==> src/rtl/array_allocator_if.sv <==
// Request/response bundle between execution units and the array handle allocator.
interface array_allocator_if #(
    parameter int MemoryElementWidth = 12,
    parameter int NRequesters        = 2
);
    logic [NRequesters-1:0]                    reqAlloc;
    logic [NRequesters-1:0]                    reqFree;
    logic [NRequesters*MemoryElementWidth-1:0] freeHandle;
    logic [NRequesters-1:0]                    grant;
    logic [MemoryElementWidth-1:0]             resultHandle;
    logic                                      resultError;
    logic                                      sizeClear;
    logic [MemoryElementWidth-1:0]             sizeClearIndex;
    logic [MemoryElementWidth-1:0]             allocs;
    logic [MemoryElementWidth-1:0]             inUse;
    logic                                      busy;

    modport master (
        output reqAlloc, reqFree, freeHandle,
        input  grant, resultHandle, resultError, sizeClear, sizeClearIndex,
               allocs, inUse, busy
    );

    modport slave (
        input  reqAlloc, reqFree, freeHandle,
        output grant, resultHandle, resultError, sizeClear, sizeClearIndex,
               allocs, inUse, busy
    );
endinterface

==> src/rtl/array_allocator.sv <==
// Round-robin allocator of array handles: LIFO reuse of freed handles, else fresh from a high-water count.
// Latency: request sampled in IDLE at edge N, sizeClear during N+1, one-hot grant during N+2.
// Backpressure: level requests are held by the unit until granted; new requests wait for IDLE.
module array_allocator #(
    parameter int MemoryElementWidth = 12,
    parameter int NArrays            = 4,
    parameter int NRequesters        = 2
) (
    input logic              clock,
    input logic              reset,
    array_allocator_if.slave bus
);
    localparam int MW = MemoryElementWidth;
    localparam int AW = (NArrays > 1) ? $clog2(NArrays) : 1;
    localparam int RW = (NRequesters > 1) ? $clog2(NRequesters) : 1;

    typedef enum logic [1:0] {IDLE, EXEC, RESP} state_t;

    state_t                 state;
    logic [MW-1:0]          stack [NArrays];
    logic [MW-1:0]          freed_top;
    logic [MW-1:0]          alloc_cnt;
    logic [MW-1:0]          use_cnt;
    logic [NArrays-1:0]     bitmap;
    logic [RW-1:0]          rr;
    logic [RW-1:0]          winner;
    logic                   op_alloc;
    logic                   op_free;
    logic [MW-1:0]          hdl;

    logic [NRequesters-1:0] grant_q;
    logic [MW-1:0]          res_hdl;
    logic                   res_err;
    logic                   sc_q;
    logic [MW-1:0]          sci_q;
    logic                   busy_q;

    logic [NRequesters-1:0] pending;
    logic [MW-1:0]          fh [NRequesters];
    logic [RW-1:0]          pick;
    logic [RW-1:0]          cand;
    logic                   c_alloc;
    logic                   c_free;
    logic [MW-1:0]          c_hdl;
    logic [MW-1:0]          top_m1;
    logic [MW-1:0]          new_hdl;
    logic                   alloc_ok;
    logic                   free_ok;

    assign pending = bus.reqAlloc | bus.reqFree;

    always_comb begin
        for (int r = 0; r < NRequesters; r++) begin
            fh[r] = bus.freeHandle[r*MW +: MW];
        end
    end

    // Walk downwards so the last hit is the first pending requester at or after rr.
    always_comb begin
        pick = '0;
        cand = '0;
        for (int i = NRequesters - 1; i >= 0; i--) begin
            cand = RW'((int'(rr) + i) % NRequesters);
            if (pending[cand]) begin
                pick = cand;
            end
        end
    end

    // The outcome is evaluated in IDLE (to register sizeClear early) and again in EXEC
    // on the latched request; nothing it depends on changes in between.
    always_comb begin
        if (state == IDLE) begin
            c_alloc = bus.reqAlloc[pick];
            c_free  = bus.reqFree[pick];
            c_hdl   = fh[pick];
        end else begin
            c_alloc = op_alloc;
            c_free  = op_free;
            c_hdl   = hdl;
        end
        top_m1   = freed_top - MW'(1);
        new_hdl  = (freed_top != '0) ? stack[top_m1[AW-1:0]] : alloc_cnt;
        alloc_ok = c_alloc && !c_free && ((freed_top != '0) || (alloc_cnt < MW'(NArrays)));
        free_ok  = c_free && !c_alloc && (c_hdl < alloc_cnt) && bitmap[c_hdl[AW-1:0]];
    end

    always_ff @(posedge clock) begin
        if (reset) begin
            state     <= IDLE;
            freed_top <= '0;
            alloc_cnt <= '0;
            use_cnt   <= '0;
            bitmap    <= '0;
            rr        <= '0;
            winner    <= '0;
            op_alloc  <= 1'b0;
            op_free   <= 1'b0;
            hdl       <= '0;
            grant_q   <= '0;
            res_hdl   <= '0;
            res_err   <= 1'b0;
            sc_q      <= 1'b0;
            sci_q     <= '0;
            busy_q    <= 1'b0;
        end else begin
            case (state)
                IDLE: begin
                    if (|pending) begin
                        winner   <= pick;
                        op_alloc <= c_alloc;
                        op_free  <= c_free;
                        hdl      <= c_hdl;
                        sc_q     <= alloc_ok;
                        if (alloc_ok) begin
                            sci_q <= new_hdl;
                        end
                        busy_q   <= 1'b1;
                        state    <= EXEC;
                    end
                end
                EXEC: begin
                    sc_q <= 1'b0;
                    if (alloc_ok) begin
                        if (freed_top != '0) begin
                            freed_top <= top_m1;
                        end else begin
                            alloc_cnt <= alloc_cnt + MW'(1);
                        end
                        bitmap[new_hdl[AW-1:0]] <= 1'b1;
                        use_cnt <= use_cnt + MW'(1);
                    end else if (free_ok) begin
                        stack[freed_top[AW-1:0]] <= c_hdl;
                        freed_top <= freed_top + MW'(1);
                        bitmap[c_hdl[AW-1:0]] <= 1'b0;
                        use_cnt <= use_cnt - MW'(1);
                    end
                    grant_q <= NRequesters'(1) << winner;
                    res_hdl <= alloc_ok ? new_hdl : '0;
                    res_err <= !(alloc_ok || free_ok);
                    state   <= RESP;
                end
                RESP: begin
                    grant_q <= '0;
                    res_hdl <= '0;
                    res_err <= 1'b0;
                    rr      <= (int'(winner) == NRequesters - 1) ? '0 : winner + RW'(1);
                    busy_q  <= 1'b0;
                    state   <= IDLE;
                end
                default: state <= IDLE;
            endcase
        end
    end

    assign bus.grant          = grant_q;
    assign bus.resultHandle   = res_hdl;
    assign bus.resultError    = res_err;
    assign bus.sizeClear      = sc_q;
    assign bus.sizeClearIndex = sci_q;
    assign bus.allocs         = alloc_cnt;
    assign bus.inUse          = use_cnt;
    assign bus.busy           = busy_q;
endmodule

==> src/flat_wrapper.sv <==
// flat-port wrapper written by rule: the top's interface ports become plain ports
module array_allocator_flat 
#(
    parameter int MemoryElementWidth = 12,
    parameter int NArrays            = 4,
    parameter int NRequesters        = 2
)
  (clock, reset, bus_reqAlloc, bus_reqFree, bus_freeHandle, bus_grant, bus_resultHandle, bus_resultError, bus_sizeClear, bus_sizeClearIndex, bus_allocs, bus_inUse, bus_busy);
  array_allocator_if #(.MemoryElementWidth(MemoryElementWidth), .NRequesters(NRequesters)) bus_i ();
  input logic clock;
  input logic reset;
  input wire logic [$bits(bus_i.reqAlloc)-1:0] bus_reqAlloc;
  input wire logic [$bits(bus_i.reqFree)-1:0] bus_reqFree;
  input wire logic [$bits(bus_i.freeHandle)-1:0] bus_freeHandle;
  output wire logic [$bits(bus_i.grant)-1:0] bus_grant;
  output wire logic [$bits(bus_i.resultHandle)-1:0] bus_resultHandle;
  output wire logic [$bits(bus_i.resultError)-1:0] bus_resultError;
  output wire logic [$bits(bus_i.sizeClear)-1:0] bus_sizeClear;
  output wire logic [$bits(bus_i.sizeClearIndex)-1:0] bus_sizeClearIndex;
  output wire logic [$bits(bus_i.allocs)-1:0] bus_allocs;
  output wire logic [$bits(bus_i.inUse)-1:0] bus_inUse;
  output wire logic [$bits(bus_i.busy)-1:0] bus_busy;
  assign bus_i.reqAlloc = bus_reqAlloc;
  assign bus_i.reqFree = bus_reqFree;
  assign bus_i.freeHandle = bus_freeHandle;
  assign bus_grant = bus_i.grant;
  assign bus_resultHandle = bus_i.resultHandle;
  assign bus_resultError = bus_i.resultError;
  assign bus_sizeClear = bus_i.sizeClear;
  assign bus_sizeClearIndex = bus_i.sizeClearIndex;
  assign bus_allocs = bus_i.allocs;
  assign bus_inUse = bus_i.inUse;
  assign bus_busy = bus_i.busy;
  array_allocator #(.MemoryElementWidth(MemoryElementWidth), .NArrays(NArrays), .NRequesters(NRequesters)) u_core (.clock(clock), .reset(reset), .bus(bus_i));
endmodule
==> config.mk <==
export PLATFORM = sky130hd
export DESIGN_NAME = array_allocator_flat
export DESIGN_NICKNAME = d
export VERILOG_FILES = /design/src/rtl/array_allocator_if.sv /design/src/rtl/array_allocator.sv /design/src/flat_wrapper.sv
export SDC_FILE = /design/constraint.sdc
export NUM_CORES = 1
export LEC_CHECK = 0
export CAP_MARGIN = 20
export CORE_UTILIZATION = 25
export DETAILED_ROUTE_END_ITERATION = 8
export SKIP_LAST_GASP = 1
export SYNTH_ARGS = -nofsm -noshare
export SYNTH_HDL_FRONTEND = slang
export SYNTH_SLANG_ARGS = --single-unit
export TNS_END_PERCENT = 10
==> constraint.sdc <==
create_clock -name clock -period 6 [get_ports clock]
set_clock_uncertainty 0.15 [all_clocks]
set_input_delay 1.2 -clock clock [delete_from_list [all_inputs] [get_ports clock]]
set_output_delay 1.2 -clock clock [all_outputs]
set_load 0.03 [all_outputs]
==> metrics.md, run 1 <==
| Metric | Value |
|---|---|
| Status | finished, final reports clean |
| H-tree levels | 4 |
| Max-slew headroom | 0.3822 |
| DP Cell Count | 1033 |
| EDFF count, synth | 48 |
| Vias in the first global route | 4718 |
| Finished Layout Cells | 1065 |
| GRT overflow | 0 |
| Final worst-path cycle share | 0.8695 |
| Fmax | 191.7 MHz |
| Ant. Diodes | 0 |
| CTS buffer count | 17 |
| Register area | 0.003183 mm2 |
| Min Clock Period, post-route | 5.217 ns |
| Post-synthesis register bit count | 135 |
| Num Clock Sinks | 135 |
| Seq/Total Area, Yosys | 0.4876 |
| Vias after detailed routing | a little under 5000 |
| Multi-input logic area | a little over 0.003 mm2 |
| Net Count, Synth | 700 |
| Number of I/O pins | 83 |
| Worst path required time | 5.90 ns |
| Clock Latency Late Sink | 0.42 ns |
| Die Area | approximately 0.027 mm2 |
| Post-Syn Area | approximately 0.0065 mm2 |
| Max-slew violation count | 0 |
| Pin count of the biggest net entering global routing | 86 |
| # fillers | about 2600 |
| Port Buffer Count | a little over 80 |
| Post-synth top area cell | dfxtp_1 |
| Leading cell types in the layout, fill and taps excluded | nor2_1 (100), dfxtp_1 (87), clkdlybuf4s50_1 (81), a21oi_1 (54), edfxtp_1 (48) |
| Ys flop type | dfxtp_1 |
| R2R Path Start | u_core.state[0]$_SDFFE_PP0P_ |
| Setup Buffers After CTS | 0 |
| Static Leakage | ~0.0031 uW |
| Post-synth top area share | 0.2668 |
| Top post-synthesis cells by area | dfxtp_1 (27%), edfxtp_1 (22%), nor2_1 (5.8%) |
| Die Ht | 163.6 um |
| Hold Startpoint | u_core.bitmap[1]$_SDFFE_PP0P_ |
| Vias per cell | about 4.6 |
| Fin nets | 783 |
| Design Area, Final | roughly 0.0083 mm2 |
| Min-delay worst type | flip-flop to flip-flop |
| Critical path arrival | between 5 and 6 ns |
| Share of layout cells above drive strength 1 | 0.1048 |
| Average size of a mapped cell | 10.22 um2 |
| Cts repair resizes | 0 |
| CTS hold repair buffers | 0 |
| Routed length per instance | about 15 um |
| First-pass GRT wire length | 25.91 mm |
| HPWL Detailed | 11.63 mm |
| Pwr dens | 310.4 mW/mm2 |
| CORE AREA | approximately 0.025 mm2 |
| Ys async rst share | 0 |
| DRT antenna net count | 0 |
| CTS tree | done |
| Initial Util | 0.2570 |
| CP Max Fanout | 12 |
| Synth warnings | 0 |
| GPL Wtd Cong | 0.7814 |
| Final WL | 16.38 mm |
| Setup_tns | 0 ns |
| Clk slew on worst S/H paths | 0.06 ns |
| GR Util All Layers | 0.1266 |
| Beginning of the critical path | bus_reqAlloc[0] |
| # DRC | 0 |
| CP endpoint kind | flip-flop |
| Core Rows | 58 |
| Worst IR Drop VDD | between 0.15 and 0.2 mV |
| Hold_ws | between 0.3 and 0.4 ns |
| Initial DRC count | 320 |
| Hold Vio Cnt, Final | 0 |
| Most common cell after layout, fill and taps aside | nor2_1 |
| Setup violations, final | 0 |
| Number of max-cap violations | 0 |
| CP Launch Type | primary input |
| CTS Root Cell | clkbuf_16 |
| Synth cell types | 67 |
| Clk buf depth | 2 |
| Initial antenna violation count | 0 |
| Critical path class | primary input to flip-flop |
| Cells after Synth | 639 |
| Width of the chip | 163.6 um |
| Post-Place Cell Area | 0.007710 mm2 |
| DR pass1 iterations | 4 |
| RSZ-0062 raised after global routing | no |
| Synthesis-to-layout area growth | 27.30% |
| Least-Margin Pin Slew | 0.9266 ns |
state kept, by name, indices dropped and copies added (netlist names):
register,count
u_core.bus.resultError,1
u_core.bus.resultHandle,12
u_core.bus.sizeClear,1
u_core.winner,1
u_core.op_alloc,1
u_core.hdl,12
u_core.rr,1
u_core.bus.inUse,12
u_core.bitmap,4
u_core.state,2
u_core.freed_top,12
u_core.stack,48
u_core.bus.busy,1
u_core.bus.grant,2
u_core.bus.sizeClearIndex,12
u_core.op_free,1
u_core.bus.allocs,12
cell usage after synthesis, types with 2 or more instances:
library cell  count
nor2_1          101
clkbuf_1         18
nor3_1           10
a211oi_1         29
o21ai_0          18
ha_1             30
a211o_1           2
edfxtp_1         48
a21oi_1          54
and2_1            5
a41oi_1           2
xor2_1            2
mux2i_1          33
dfxtp_1          87
nand3_1          12
mux4_2           12
nor2b_1           6
a21o_1            3
nand2_1          34
and4_1            2
or3_1            11
buf_6             3
a31oi_1           5
buf_1             4
or2_2             3
inv_1            24
a31o_2            2
buf_2             6
nand4_1           7
nand2b_1          4
a311oi_1          2
mux2_4            3
xnor2_1           8
nor4_1            6
o211ai_1          4
and3_1            5
a22oi_1           3
o21a_1            2
metrics by stage:
| step | total power [uW] | util | setup slack (ns) |
|---|---|---|---|
| 2_1_floorplan | 1389 | - | 1.324 |
| 3_3_place_gp | 1533 | 0.3035 | 0.5371 |
| 3_5_place_dp | 1541 | 0.3035 | 0.3681 |
| 4_1_cts | 2608 | 0.3271 | 0.8081 |
| 5_1_grt | 2704 | 0.3271 | 0.4151 |
| 6_report | 2579 | 0.3271 | 0.7832 |
routing by layer:
metal  routed length (um)  GRT usage  up-vias
met5                    0          0        -
met4                  291    0.04377        0
met3                  694    0.02666       13
met2                 7223     0.1951       99
met1                 8173     0.1741     2319
li1                     -          -     2505
kinds of logic (layout without fill, tap and decap cells):
family                     count (synthesis)  count (layout)  share of synthesized area
buffers and inverters                     57             153                    0.03757
xor gates and xnor gates                  10              10                    0.01342
and+or+nand+nor                          215             215                     0.1570
muxes                                     50              50                     0.1041
AOI/OAI and AO/OA                        141             141                     0.1397
adders and majority gates                 31              31                    0.06057
DFF                                      135             135                     0.4876
layout make-up:
class	instances	share of cell area
Sequential cell	135	0.3831
Clock buffer	17	0.05120
Multi-Input combinational cell	447	0.3733
Clock inverter	15	0.02093
Tap cell	330	0.04969
Inverter	26	0.01190
Timing Repair Buffer	95	0.1099
critical path, cell delays in order:
cell and delay, ns:
clkdlybuf4s50_1 0.47, o21ba_4 0.27, nor2_1 0.11, buf_4 0.24
mux2i_1 0.13, a21oi_1 0.34, ha_1 0.32, a21oi_1 0.15
o21ai_0 0.12, a21oi_1 0.16, nand4_1 0.13, nor2_1 0.23
nand2_1 0.17, nor4_1 0.43, and2_1 0.63
worst paths after layout:
| kind | end | slack, ns | cells after the start |
|---|---|---|---|
| setup / recovery | u_core.stack[1][3]$_DFFE_PP_ | 0.78 | 15 |
| hold / removal | u_core.bitmap[1]$_SDFFE_PP0P_ | 0.30 | 2 |
| setup reg to reg | u_core.stack[1][3]$_DFFE_PP_ | 1.54 | 14 |
| hold reg to reg | u_core.bitmap[1]$_SDFFE_PP0P_ | 0.30 | 2 |
report_power, final:
group	total [uW]	leakage [uW]	switching [uW]	internal [uW]
clock network	1060	0.000297	463	597
logic	494	0.00164	295	198
registers	1030	0.00114	24.6	1000
No activity file was read; power rests on OpenSTA's default activity.
==> inputs of run 2 (changes only) <==
SKIP_LAST_GASP = unset   (was 1)
==> results of run 2 <==
No change in the layout: final DEF, timing and power equal those of run 1.
